File: src/rtl/fft_stage_sequencer.sv
// Address and control sequencer for an in-place radix-2 DIT FFT.
// Walks every stage of an N = 2^LOG2N point transform, issuing one butterfly
// per cycle (read pair + twiddle index), and replays each read pair as a
// write-back pair BF_LAT non-stalled cycles later.
//
// state    | meaning
// ---------+----------------------------------------------------------------
// ST_IDLE  | waiting for start; outputs quiet
// ST_ISSUE | one butterfly per cycle, j = 0..N/2-1 within stage s
// ST_DRAIN | BF_LAT idle cycles so stage s write-back lands before s+1 reads
// ST_DONE  | single-cycle completion pulse (stretched by hold)
module fft_stage_sequencer #(
    parameter int LOG2N  = 3,
    parameter int BF_LAT = 2
) (
    input  logic             c,
    input  logic             rst,
    input  logic             start,
    input  logic             hold,
    output logic             busy,
    output logic             done,
    output logic             bf_e,
    output logic [LOG2N-1:0] rd_addr_a,
    output logic [LOG2N-1:0] rd_addr_b,
    output logic [LOG2N-1:0] tw_k,
    output logic [LOG2N:0]   tw_n,
    output logic             wr_en,
    output logic [LOG2N-1:0] wr_addr_a,
    output logic [LOG2N-1:0] wr_addr_b,
    output logic [LOG2N-1:0] stage
);

    // Drain counter only has to hold BF_LAT-1.
    localparam int CW = (BF_LAT < 2) ? 1 : $clog2(BF_LAT);

    localparam logic [LOG2N:0]   N_VAL    = {1'b1, {LOG2N{1'b0}}};
    localparam logic [LOG2N-1:0] J_LAST   = {1'b0, {(LOG2N-1){1'b1}}};
    localparam logic [LOG2N-1:0] S_LAST   = LOG2N'(LOG2N - 1);
    localparam logic [LOG2N-1:0] ONE      = LOG2N'(1);
    localparam logic [CW-1:0]    CNT_LOAD = CW'(BF_LAT - 1);

    typedef enum logic [1:0] {
        ST_IDLE,
        ST_ISSUE,
        ST_DRAIN,
        ST_DONE
    } state_t;

    state_t           state_q;
    state_t           state_nx;
    logic [LOG2N-1:0] s_q;
    logic [LOG2N-1:0] s_nx;
    logic [LOG2N-1:0] j_q;
    logic [LOG2N-1:0] j_nx;
    logic [CW-1:0]    cnt_q;
    logic [CW-1:0]    cnt_nx;

    logic [LOG2N-1:0] rd_a_q;
    logic [LOG2N-1:0] rd_b_q;
    logic [LOG2N-1:0] twk_q;

    logic [LOG2N-1:0] half_nx;
    logic [LOG2N-1:0] mask_nx;
    logic [LOG2N-1:0] pos_nx;
    logic [LOG2N-1:0] addr_a_nx;
    logic [LOG2N-1:0] addr_b_nx;
    logic [LOG2N-1:0] twk_nx;

    logic             dl_v [BF_LAT];
    logic [LOG2N-1:0] dl_a [BF_LAT];
    logic [LOG2N-1:0] dl_b [BF_LAT];

    logic issue_now;

    assign issue_now = (state_q == ST_ISSUE);

    // Next-state logic: stage/butterfly counters and the drain down-counter.
    always_comb begin
        state_nx = state_q;
        s_nx     = s_q;
        j_nx     = j_q;
        cnt_nx   = cnt_q;
        case (state_q)
            ST_IDLE: begin
                if (start) begin
                    state_nx = ST_ISSUE;
                    s_nx     = '0;
                    j_nx     = '0;
                end
            end
            ST_ISSUE: begin
                if (j_q == J_LAST) begin
                    state_nx = ST_DRAIN;
                    cnt_nx   = CNT_LOAD;
                end else begin
                    j_nx = j_q + ONE;
                end
            end
            ST_DRAIN: begin
                if (cnt_q == '0) begin
                    if (s_q == S_LAST) begin
                        state_nx = ST_DONE;
                    end else begin
                        state_nx = ST_ISSUE;
                        s_nx     = s_q + ONE;
                        j_nx     = '0;
                    end
                end else begin
                    cnt_nx = cnt_q - CW'(1);
                end
            end
            ST_DONE: begin
                state_nx = ST_IDLE;
            end
            default: begin
                state_nx = ST_IDLE;
            end
        endcase
    end

    // Butterfly addressing for the next issue slot: the low s bits of j are the
    // position inside the group, the rest is the group index shifted up one to
    // leave room for the leg-select bit (half).
    always_comb begin
        half_nx   = ONE << s_nx;
        mask_nx   = half_nx - ONE;
        pos_nx    = j_nx & mask_nx;
        addr_a_nx = ((j_nx & ~mask_nx) << 1) | pos_nx;
        addr_b_nx = addr_a_nx | half_nx;
        twk_nx    = pos_nx << (S_LAST - s_nx);
    end

    // Sequencer state and registered read/twiddle outputs; hold freezes all.
    always_ff @(posedge c) begin
        if (rst) begin
            state_q <= ST_IDLE;
            s_q     <= '0;
            j_q     <= '0;
            cnt_q   <= '0;
            rd_a_q  <= '0;
            rd_b_q  <= '0;
            twk_q   <= '0;
        end else if (!hold) begin
            state_q <= state_nx;
            s_q     <= s_nx;
            j_q     <= j_nx;
            cnt_q   <= cnt_nx;
            if (state_nx == ST_ISSUE) begin
                rd_a_q <= addr_a_nx;
                rd_b_q <= addr_b_nx;
                twk_q  <= twk_nx;
            end
        end
    end

    // Write-back delay line; shifts only on non-stalled cycles so the read to
    // write distance is BF_LAT cycles of real progress.
    always_ff @(posedge c) begin
        if (rst) begin
            for (int i = 0; i < BF_LAT; i++) begin
                dl_v[i] <= 1'b0;
                dl_a[i] <= '0;
                dl_b[i] <= '0;
            end
        end else if (!hold) begin
            dl_v[0] <= issue_now;
            dl_a[0] <= rd_a_q;
            dl_b[0] <= rd_b_q;
            for (int i = 1; i < BF_LAT; i++) begin
                dl_v[i] <= dl_v[i-1];
                dl_a[i] <= dl_a[i-1];
                dl_b[i] <= dl_b[i-1];
            end
        end
    end

    assign busy      = (state_q != ST_IDLE);
    assign done      = (state_q == ST_DONE);
    assign bf_e      = issue_now && !hold;
    assign rd_addr_a = rd_a_q;
    assign rd_addr_b = rd_b_q;
    assign tw_k      = twk_q;
    assign tw_n      = N_VAL;
    assign stage     = s_q;
    assign wr_en     = dl_v[BF_LAT-1] && !hold;
    assign wr_addr_a = dl_a[BF_LAT-1];
    assign wr_addr_b = dl_b[BF_LAT-1];

endmodule

File: config.mk
export PLATFORM = sky130hd
export DESIGN_NAME = fft_stage_sequencer
export DESIGN_NICKNAME = d
export VERILOG_FILES = /design/src/rtl/fft_stage_sequencer.sv
export SDC_FILE = /design/constraint.sdc
export NUM_CORES = 1
export LEC_CHECK = 0
export ABC_CLOCK_PERIOD_IN_PS = 5300
export BUFFER_PORTS_ARGS = -buffer_cell sky130_fd_sc_hd__buf_2
export CORE_MARGIN = 5
export CORE_UTILIZATION = 40
export CTS_BUF_LIST = sky130_fd_sc_hd__clkbuf_4
export DETAILED_ROUTE_END_ITERATION = 10
export GPL_ROUTABILITY_DRIVEN = 1
export PLACE_DENSITY_LB_ADDON = 0.1
export SLEW_MARGIN = 20
export SYNTH_ARGS = -nofsm -noshare
export SYNTH_HDL_FRONTEND = slang
export SYNTH_SLANG_ARGS = --single-unit
File: constraint.sdc
create_clock -name c -period 5.3 [get_ports c]
set_input_delay 0 -clock c [delete_from_list [all_inputs] [get_ports c]]
set_output_delay 0 -clock c [all_outputs]
set_load 0.005 [all_outputs]
==> results of run 1 <==
==> cells in the final DEF, fill, tap and decap left out, types with 3 or more instances in the layout <==
master    count
a31oi_1       3
nand2b_1      6
o21ai_0       5
clkbuf_4      7
ha_1         12
nor2b_1       6
buf_2        25
nor2_1       17
and2_1       15
nor3_1        3
conb_1        4
edfxtp_1     14
nand2_1      10
mux2i_1       5
a211oi_1      6
inv_1         9
a21oi_1       8
dfxtp_1      18
==> cell type report <==
| cell class | instances | area (um2) |
|---|---|---|
| Sequential cell | 32 | 781 |
| Multi-Input combinational cell | 129 | 862 |
| Clock inverter | 1 | 5.00 |
| Tap cell | 52 | 65.1 |
| Timing Repair Buffer | 25 | 125 |
| Clock buffer | 7 | 52.6 |
| Inverter | 9 | 33.8 |
| Fill cell | 416 | 2400 |
==> flip-flops by register name, summed over array words and instances (netlist names), 3 cells and up <==
name	flops
dl_a	6
dl_b	6
j_q	3
rd_addr_a	3
rd_addr_b	3
stage	3
tw_k	3
==> per-layer routing <==
metal | wire length [um] | vias to the layer above
met3 | 230 | 13
met4 | 85 | 0
met2 | 1640 | 54
met1 | 1580 | 613
li1 | - | 681
met5 | 0 | -
==> how the worst min path moves through the flow <==
stage | end | cells after the start
2_1_floorplan | tw_k[1] | 2
3_3_place_gp | wr_addr_a[0] | 1
3_5_place_dp | wr_addr_a[0] | 1
4_1_cts | state_q[1] | 2
5_1_grt | state_q[1] | 2
6_report | state_q[1] | 2
==> power by group through the flow <==
stage               clock [W]  sequential (W)  combinational [W]
finish               0.000143        0.000285           0.000106
global route         0.000156        0.000288           0.000122
CTS                  0.000148        0.000286           0.000107
detailed placement          0        0.000291           0.000107
global placement            0        0.000291           0.000105
floorplan                   0        0.000290          0.0000826
==> cells by family after synthesis <==
| group | after synthesis | synth area share [%] |
|---|---|---|
| compound gates | 38 | 14.7 |
| xor+xnor | 2 | 0.987 |
| fa+ha+maj | 12 | 8.46 |
| buf+inv | 27 | 7.89 |
| flops | 32 | 44.0 |
| mux | 5 | 2.82 |
| other cells | 2 | 0.423 |
| simple gates | 68 | 20.7 |
==> per-stage QoR <==
| stage | cell area [um2] | power, W |
|---|---|---|
| finish | 1920 | 0.000534 |
| detailed placement | 1870 | 0.000398 |
| floorplan | 1780 | 0.000372 |
| global route | 1920 | 0.000566 |
| CTS | 1920 | 0.000541 |
| global placement | 1870 | 0.000396 |
==> worst max-delay path, delay by kind of cell, from the launching register on <==
family | cells | cell delay (ns)
buf+inv | 1 | 0.10
compound gates | 5 | 0.92
flops | 1 | 0.44
fa+ha+maj | 3 | 0.79
simple gates | 3 | 0.67
==> impl_metrics.toml, run 1 <==
[outcome]
outcome = "completed"

[die]
die_w_um = 76.6
io_pins = 30
initial_utilization_pct = 41.1
die_height_um = 76.6
dieArea_mm2 = 0.00587
core-area_mm2 = 0.00432
rows = 24

[sta]
rsz0062_at_grt = "no"
drv_slew = 0
setup_tns_ns = 0
clock_skew_ns = 0.00911
fmaxAchievable_ghz = 0.331
setup_viol = 0
min_period_ns = 3.02
max_slew_margin_pct = 51.8
worstMarginPinSlew_ns = 0.720
hold_slack_ns = 0.0674
hold_viol = 0
fin_crit_sh_pct = 57.0
postLayoutSetupSlackWorst_ns = 2.28

[global_route]
grt_usage_pct = 12.4
grt_util_met2_pct = 19.3
grt_pass1_vias = 1268
grt.overflow.total = 0
grt_pass1_wl_um = 5950
antenna_found_initial = 0
use_met1_pct = 15.1
grt.busiest_layer = "met2"
grt_max_degree = 22
grt_use_met3_pct = 4.26

[min_path]
hold_class = "in2reg"
hp-start = "rst"

[critical_path]
r2r-end = "tw_k[2]"
crit_chain = "inv_1, ha_1, nor2b_1, o21a_1, o21ai_0, and2_1, ha_1, o211ai_2, ha_1, nor2b_1, a221oi_1, a221oi_1"
worstSetupPathType = "reg2reg"
reg2regPathDepth = 12
slowest_delay_ns = 0.44
worst_ep_required_time_ns = 5.53
critPathLaunch = "stage[0]"
reg2reg_slack_ns = 2.28
start_kind = "flip-flop"
cp_slowest_cell = "dfxtp_1"
rr_startpoint = "stage[0]"
critPathCaptureType = "flip-flop"
crit_end = "tw_k[2]"
cp_max_fo = 6
crit_path_frequent_cell = "ha_1"
arrival_ns = 3.25

[placement]
dpl_worst_slack_ns = 2.36
io_buffer_count = 25
dp.cells = 247
place_congestion = 0.867
dp_hpwl_um = 2680

[synthesis]
synth_seq_cells = 32
synthDominantCellAreaShare_pct = 23.7
synth_edf_count = 14
avgSynthCellArea_um2 = 9.55
ys_top_cells_by_count = "dfxtp_1, nor2_1, and2_1"
synth_most_common_cell = "dfxtp_1"
syn_inst = 186
yosys.area.top_type = "edfxtp_1"
synth.distinct_cells = 38
syn_area_mm2 = 0.00178
synthFlopType = "dfxtp_1"
synth.area.top_cells = "edfxtp_1, dfxtp_1, ha_1, and2_1, buf_4"
synth-seq-area-share_pct = 44.0
ys_async_sr_fraction_pct = 0
yosys_warnings = 0

[drt]
viasPerCell = 5.34
post_drt_wl_per_cell_um = 13.9
drtIter0Drc = 89
drtAntennaViolNets = 0
vias = 1361
wirelength_um = 3540
drt_first_pass_iters = 4
drc = 0

[clocking]
post-cts-setup-buffers = 0
cts_tree = "built"
cts-resized-gates = 0
clock_path_buffers = 2
clock_latency_ns = 0.33
clk_pin_slew_ns = 0.10
clkSinkCount = 32
postCtsHoldBufs = 0
htreeDepth = 2
numCtsBuffers = 5
cts-root-buf = "clkbuf_4"

[pwr]
pwr-share-seq_pct = 53.4
clkPwrFrac_pct = 26.7
p_sw_w = 0.000156
peakVddDrop_v = 0.000101
powerDensity_mw_per_mm2 = 278
swShare_pct = 29.1
p_leak_nw = 0.821
p_int_w = 0.000379
comb_power_share_pct = 19.9

[finish]
post-route-util_pct = 44.5
diodes = 0
fin_cells = 255
nNetsFinal = 218
drive_above_1_share_pct = 16.7
syn2layout_area_growth_pct = 8.39

[run]
max_cap_violations = 0
(Power assumes the default switching activity.)
==> inputs of run 2 (changes only) <==
--- a/config.mk
+++ b/config.mk
@@ -5,7 +5,7 @@
 export SDC_FILE = /design/constraint.sdc
 export NUM_CORES = 1
 export LEC_CHECK = 0
-export ABC_CLOCK_PERIOD_IN_PS = 5300
+export ABC_CLOCK_PERIOD_IN_PS = 2950
 export BUFFER_PORTS_ARGS = -buffer_cell sky130_fd_sc_hd__buf_2
 export CORE_MARGIN = 5
 export CORE_UTILIZATION = 40
==> constraint.sdc (replaced) <==
create_clock -name c -period 2.95 [get_ports c]
set_input_delay 0 -clock c [delete_from_list [all_inputs] [get_ports c]]
set_output_delay 0 -clock c [all_outputs]
set_load 0.005 [all_outputs]
==> run 2 against run 1 <==
  * Maximum frequency grew 13%
  * Flip-flop and latch count is the same
  * First-iteration DRC count down 58%
  * Critical path type unchanged
  * Highest routed layer unchanged
  * Largest cell class unchanged
==> impl_metrics.toml, run 2 (synthesis gave the netlist of run 1 again) <==
[sta]
fin_crit_sh_pct = 90.9
fmaxAchievable_ghz = 0.373
setup_tns_ns = 0
clock_skew_ns = 0.00444
drv_slew = 0
min_period_ns = 2.68
rsz0062_at_grt = "no"
max_slew_margin_pct = 53.7
hold_viol = 0
worstMarginPinSlew_ns = 0.694
setup_viol = 0

[finish]
nNetsFinal = 221
syn2layout_area_growth_pct = 9.80
post-route-util_pct = 45.1
final_common_cell = "buf_2"
diodes = 0
reg.largest.list = "dl_a x6, dl_b x6"
layout_common_cells = "buf_2, nor2_1, dfxtp_1, and2_1, edfxtp_1"
fillers = 453
drive_above_1_share_pct = 19.5

[pwr]
peakVddDrop_v = 0.000150
powerDensity_mw_per_mm2 = 483
p_leak_nw = 0.823

[outcome]
outcome = "completed"

[placement]
io_buffer_count = 25
dp_hpwl_um = 2780
place_congestion = 0.891

[drt]
vias = 1342
drt_first_pass_iters = 5
post_drt_wl_per_cell_um = 14.3
drtAntennaViolNets = 0
drtIter0Drc = 37
viasPerCell = 5.22
drc = 0
wirelength_um = 3680

[die]
rows = 24
core-area_mm2 = 0.00432
dieArea_mm2 = 0.00587
die_height_um = 76.6
die_w_um = 76.6
initial_utilization_pct = 41.1
io_pins = 30

[global_route]
antenna_found_initial = 0
grt_max_degree = 22
grt.overflow.total = 0
grt_pass1_vias = 1296
grt_usage_pct = 12.9
grt_pass1_wl_um = 6150

[critical_path]
start_kind = "flip-flop"
reg2regPathDepth = 12
worst_ep_required_time_ns = 3.19
arrival_ns = 2.92
reg2reg_slack_ns = 0.27
critPathCaptureType = "flip-flop"
rr_startpoint = "state_q[1]"
critPathLaunch = "state_q[1]"
cp_slowest_cell = "dfxtp_1"
slowest_delay_ns = 0.37
crit_chain = "inv_1, ha_2, mux2i_2, a21oi_1, o22ai_1, inv_1, ha_1, o211ai_2, ha_1, nor2b_2, a221oi_1, a221oi_1"
cp_max_fo = 7
crit_end = "tw_k[2]"
worstSetupPathType = "reg2reg"
r2r-end = "tw_k[2]"

[clocking]
numCtsBuffers = 5
cts-root-buf = "clkbuf_4"
postCtsHoldBufs = 0
clock_latency_ns = 0.33
clk_pin_slew_ns = 0.09
post-cts-setup-buffers = 0
cts_tree = "built"
clkSinkCount = 32
clock_path_buffers = 2
htreeDepth = 2
cts-resized-gates = 0

[run]
max_cap_violations = 0

[min_path]
hp-start = "rst"
hold_class = "in2reg"
-- run 2: cell types whose count changed in the layout (fill, tap and decap cells not counted), sizes merged --
cell / before / now
buf: 25 / 28
clkinv: 1 / 2
clkbuf: 7 / 5
-- run 2: worst min-delay path by stage --
stage | endpoint | slack [ns] | cells past startpoint
finish | j_q[0] | 0.05 | 2
CTS | state_q[1] | 0.05 | 2
detailed placement | wr_addr_a[0] | 0.39 | 1
global route | j_q[0] | 0.06 | 2
floorplan | tw_k[1] | 0.18 | 2
global placement | state_q[1] | 0.40 | 2
-- run 2: routing by layer --
metal	global-route usage [%]	wire, um
met5	0	0
met4	4.72	57
met3	4.14	182
met2	21.7	1840
met1	15.3	1590
-- run 2: layout make-up --
type	instances	area [um2]	area share (%)
well taps	52	65.1	3.34
multi-input cells	129	876	44.9
clock inverters	2	7.51	0.385
inverters	9	33.8	1.73
clock buffers	5	37.5	1.93
flip-flops and latches	32	782	40.1
repair buffers	28	148	7.57
-- run 2: per-stage QoR --
| stage | hold slack, ns | total power, W | cells | setup WS, ns | instance area (um2) |
|---|---|---|---|---|---|
| after floorplan | 0.178 | 0.000669 | 188 | 0.285 | 1780 |
| after global placement | 0.398 | 0.000716 | 250 | 0.229 | 1890 |
| after detailed placement | 0.394 | 0.000723 | 250 | 0.0530 | 1890 |
| after CTS | 0.0523 | 0.000952 | 257 | 0.0397 | 1930 |
| after global routing | 0.0603 | 0.00101 | 257 | 0.0290 | 1950 |
| final | 0.0549 | 0.000941 | 257 | 0.268 | 1950 |
-- run 2: critical path, delay by kind of cell, from the launching register on --
family	cells	cell delay, ns
AOI/OAI and AO/OA	5	0.76
adders and majority gates	3	0.79
buffers and inverters	2	0.21
DFF	1	0.37
muxes	1	0.29
and+or+nand+nor	1	0.18
-- run 2: report_power, final --
part / total, W / internal (W) / switching [W]
Clock: 0.000224 / 0.0000830 / 0.000141
Sequential: 0.000513 / 0.000493 / 0.0000199
Combinational: 0.000203 / 0.0000846 / 0.000118
